===== src/rtl/sr_latch_bank.sv =====
// Clocked bank of WIDTH active-low SR cells with sticky change flags and a registered popcount.
// Optional build macro SR_LATCH_BANK_TOGGLE_EN: both inputs low toggles the cell (JK behaviour).
module sr_latch_bank #(
    parameter int                 WIDTH        = 8,
    parameter int                 SET_PRIORITY = 1,
    parameter logic [WIDTH-1:0]   RESET_VAL    = '0,
    localparam int                CNT_W        = $clog2(WIDTH + 1)
) (
    input  logic               clk,
    input  logic               rst,
    input  logic               en,
    input  logic [WIDTH-1:0]   s_n,
    input  logic [WIDTH-1:0]   r_n,
    input  logic               clr_changed,
    output logic [WIDTH-1:0]   q,
    output logic [WIDTH-1:0]   qn,
    output logic [WIDTH-1:0]   changed,
    output logic [CNT_W-1:0]   ones_cnt,
    output logic               any_set
);

    logic [WIDTH-1:0] q_next;
    logic [WIDTH-1:0] changed_next;

    function automatic logic [CNT_W-1:0] popcount(input logic [WIDTH-1:0] v);
        logic [CNT_W-1:0] c;
        c = '0;
        for (int i = 0; i < WIDTH; i++) begin
            c = c + CNT_W'(v[i]);
        end
        return c;
    endfunction

    function automatic logic both_low_value(input logic cur);
`ifdef SR_LATCH_BANK_TOGGLE_EN
        return ~cur;
`else
        return (SET_PRIORITY != 0) ? 1'b1 : cur & 1'b0;
`endif
    endfunction

    always_comb begin
        q_next = q;
        if (en) begin
            for (int i = 0; i < WIDTH; i++) begin
                case ({s_n[i], r_n[i]})
                    2'b01:   q_next[i] = 1'b1;
                    2'b10:   q_next[i] = 1'b0;
                    2'b00:   q_next[i] = both_low_value(q[i]);
                    default: q_next[i] = q[i];
                endcase
            end
        end
    end

    // A change on the same edge as a clear wins, so no event is lost.
    always_comb begin
        changed_next = (q_next ^ q) | (clr_changed ? '0 : changed);
    end

    // Stage boundary: every output is registered; statistics come from next-state q.
    always_ff @(posedge clk) begin
        if (rst) begin
            q        <= RESET_VAL;
            qn       <= ~RESET_VAL;
            changed  <= '0;
            ones_cnt <= popcount(RESET_VAL);
            any_set  <= |RESET_VAL;
        end else begin
            q        <= q_next;
            qn       <= ~q_next;
            changed  <= changed_next;
            ones_cnt <= popcount(q_next);
            any_set  <= |q_next;
        end
    end

endmodule


===== config.mk =====
export PLATFORM = sky130hd
export DESIGN_NAME = sr_latch_bank
export DESIGN_NICKNAME = d
export VERILOG_FILES = /design/src/rtl/sr_latch_bank.sv
export SDC_FILE = /design/constraint.sdc
export NUM_CORES = 1
export LEC_CHECK = 0
export CAP_MARGIN = 10
export CORE_MARGIN = 2
export CORE_UTILIZATION = 43
export CTS_CLUSTER_DIAMETER = 150
export CTS_CLUSTER_SIZE = 30
export DETAILED_ROUTE_END_ITERATION = 12
export GPL_ROUTABILITY_DRIVEN = 0
export PLACE_DENSITY_LB_ADDON = 0.2
export SLEW_MARGIN = 20
export SYNTH_ARGS = -nofsm -noshare
export SYNTH_HDL_FRONTEND = slang
export SYNTH_SLANG_ARGS = --single-unit

===== constraint.sdc =====
create_clock -name clk -period 4.5 [get_ports clk]
set_input_delay 1.125 -clock clk [delete_from_list [all_inputs] [get_ports clk]]
set_output_delay 1.125 -clock clk [all_outputs]
set_load 0.01 [all_outputs]

==> summary.md <==
| Metric | Value |
|---|---|
| Commonest cells after routing, fill and taps aside | `clkdlybuf4s50_1 (48), dfxtp_1 (29), nor2_1 (23), inv_1 (13)` |
| H-Tree Depth | `2` |
| Clock sinks | `29` |
| Power density cells | `328 mW/mm²` |
| Routed Antenna Nets | `0` |
| Total grt overflow | `0` |
| Arrival @ worst endpoint | `approximately 4.4 ns` |
| Dpl hpwl | `2120 µm` |
| Layout cell share with drive strength beyond 1 | `9.28%` |
| Area growth from synthesis to layout | `44.1%` |
| Area after DPL | `0.00179 mm²` |
| Leading cell type in the layout, fill and taps excluded | `clkdlybuf4s50_1` |
| WL per Instance | `12.1 µm` |
| Setup Fix Bufs, Post-CTS | `0` |
| Worst-case clock buffer depth | `2` |
| CTS tree | `yes` |
| IO buf count | `48` |
| Via count | `1090` |
| CORE AREA | `0.00278 mm²` |
| Synth warnings | `0` |
| Clock buffer count from CTS | `5` |
| Max-slew headroom | `43.3%` |
| Maximum VDD drop | `279 µV` |
| Mean Syn Cell Area | `9.10 µm²` |
| Int Pwr | `around 0.00043 W` |
| Initial antenna violation count | `0` |
| Setup ws final | `0.258 ns` |
| Post-CTS Resized | `0` |
| Post-route insts no fill | `between 200 and 250` |
| Yosys reg bits | `29` |
| DP Worst Slack | `-0.0731 ns` |
| Mapped Nets | `168` |
| Sequential fraction of design power | `48.3%` |
| Fin Hold WS | `0.471 ns` |
| Leakage | `0.761 nW` |
| Die area | `0.00341 mm²` |
| Final Critical Period | `around 4.2 ns` |
| Critical path class | `in -> reg` |
| Syn Inst Count | `140` |
| Number of global-route vias before repair | `1059` |
| Area occupied by registers | `581 µm²` |
| Starting DRT DRC Count | `16` |
| Switch share | `28.2%` |
| Hold crit path type | `reg -> reg` |
| Die width | `58.4 µm` |
| DR pass1 iterations | `4` |
| Worst Path Required | `4.68 ns` |
| Clock Latency Late Sink | `0.31 ns` |
| Inst Count DP | `219` |
| CP Launch Type | `input pin` |
| Post-route cell area | `0.00184 mm²` |
| Worst Skew | `0.00724 ns` |
| Hold Buf Count CTS | `0` |
| Max Fanout on Critical Path | `3` |
| Initial Util | `a little under half` |
| F_max | `236 MHz` |
| Final worst path period share | `94.3%` |
| Sequential fraction of the synthesis area | `45.6%` |
| GR Util All Layers | `17.8%` |
| Vias per Instance | `4.84` |
| Syn Std Cell Area | `0.00127 mm²` |
| Sw Pwr | `0.000170 W` |
| Largest net degree at the start of global routing | `27` |
| Clock slew seen by the registers of the worst setup and hold paths | `0.08 ns` |
| Multi-input gate area | `just over 600 µm²` |
| Maxcap violations | `0` |
| Hold Violations, Final | `0` |
| Nets | `223` |
| Final wirelength | `between 2000 and 3000 µm` |
| First-pass GRT wire length | `4620 µm` |
| Status | `finished, final reports clean` |
| Tightest Pin Transition | `0.847 ns` |
| I/O Pins | `between 40 and 50` |
| RSZ-0062 raised after global routing | `false` |
| # rows | `19` |
| N_diodes | `0` |
| Worst setup EP type | `flop` |
| Filler cells | `261` |
| Slew Limit Fails | `0` |
| Clock power frac | `22.4%` |
| # DRC | `0` |
| Die height | `58.4 µm` |
| Logic pwr share | `29.3%` |
| Fin Setup TNS | `0 ns` |
| CTS Root Cell | `clkbuf_4` |
| Synth unique cells | `25` |
| Final setup viols | `0` |
-- kinds of logic after synthesis --
| logic type | count (synthesis) | synth area share [%] |
|---|---|---|
| AND/OR/NAND/NOR | 53 | 20.4 |
| AO/OA/AOI/OAI | 31 | 16.2 |
| flip-flops | 29 | 45.6 |
| buffers and inverters | 18 | 6.88 |
| adder cells (fa/ha/maj) | 8 | 10.2 |
| XOR/XNOR | 1 | 0.688 |
-- power groups by stage --
stage	Combinational, W	Clock (W)	Sequential, W
after floorplan	0.0000789	0	0.000309
after global placement	0.000173	0	0.000298
after detailed placement	0.000178	0	0.000298
after CTS	0.000180	0.000141	0.000292
after global routing	0.000199	0.000153	0.000294
final	0.000177	0.000135	0.000291
-- layout make-up --
cell class | count | area share [%]
tap | 31 | 2.11
sequential | 29 | 31.6
clock buffer | 5 | 2.04
inverter | 14 | 3.14
clock inverter | 1 | 0.273
timing repair buffer | 52 | 27.8
multi-input combinational | 93 | 33.0
-- routing by layer --
| metal | vias up | track usage [%] | routed length (µm) |
|---|---|---|---|
| li1 | 556 | - | - |
| met1 | 498 | 21.9 | 1180 |
| met2 | 34 | 28.1 | 1350 |
| met3 | 2 | 5.71 | 195 |
| met4 | 0 | 8.97 | 14 |
| met5 | - | 0 | 0 |
-- synth_stat cells, drive strengths merged --
cell type | number | area [µm²]
o21ai | 13 | 68.8
a2bb2oi | 3 | 38.8
a41oi | 1 | 16.3
buf | 2 | 22.5
a21oi | 9 | 45.0
nand2 | 8 | 30.0
ha | 4 | 50.1
and4 | 1 | 8.76
nand2b | 9 | 56.3
fa | 4 | 80.1
nor2b | 1 | 6.26
or2b | 2 | 15.0
or2 | 8 | 50.1
dfxtp | 29 | 581
inv | 14 | 57.6
o21a | 5 | 37.5
clkbuf | 2 | 7.51
xor2 | 1 | 8.76
nor3b | 1 | 7.51
nor2 | 23 | 86.3
-- critical path, cell delays in order --
cell	delay, ns
clkdlybuf4s50_1	0.58
or2b_1	0.27
a2bb2oi_2	0.18
fa_1	0.44
inv_1	0.08
fa_1	0.41
inv_1	0.08
fa_1	0.41
inv_1	0.07
ha_1	0.15
inv_1	0.05
fa_1	0.37
xor2_1	0.15
nor2_1	0.05
-- state kept, by name, indices dropped and copies added (netlist names) --
register and cells:
any_set 1, changed 8, ones_cnt 4, q 8, qn 8
-- through the flow --
step	power [W]	utilization, %
final	0.000603	66.0
after global routing	0.000646	66.0
after CTS	0.000613	66.0
after detailed placement	0.000476	64.5
after global placement	0.000471	64.5
after floorplan	0.000388	-
-- path summary, 6_finish.rpt --
check / end / slack [ns] / depth (start not counted) / startpoint
worst max-delay path: ones_cnt[2]$_SDFF_PP0_ / 0.26 / 14 / en
worst min-delay path: changed[4]$_SDFF_PP0_ / 0.47 / 2 / changed[4]$_SDFF_PP0_
worst max register to register: ones_cnt[2]$_SDFF_PP0_ / 1.36 / 13 / q[0]$_SDFF_PP0_
worst min register to register: changed[4]$_SDFF_PP0_ / 0.47 / 2 / changed[4]$_SDFF_PP0_
Power figures use the tool's default switching activity.
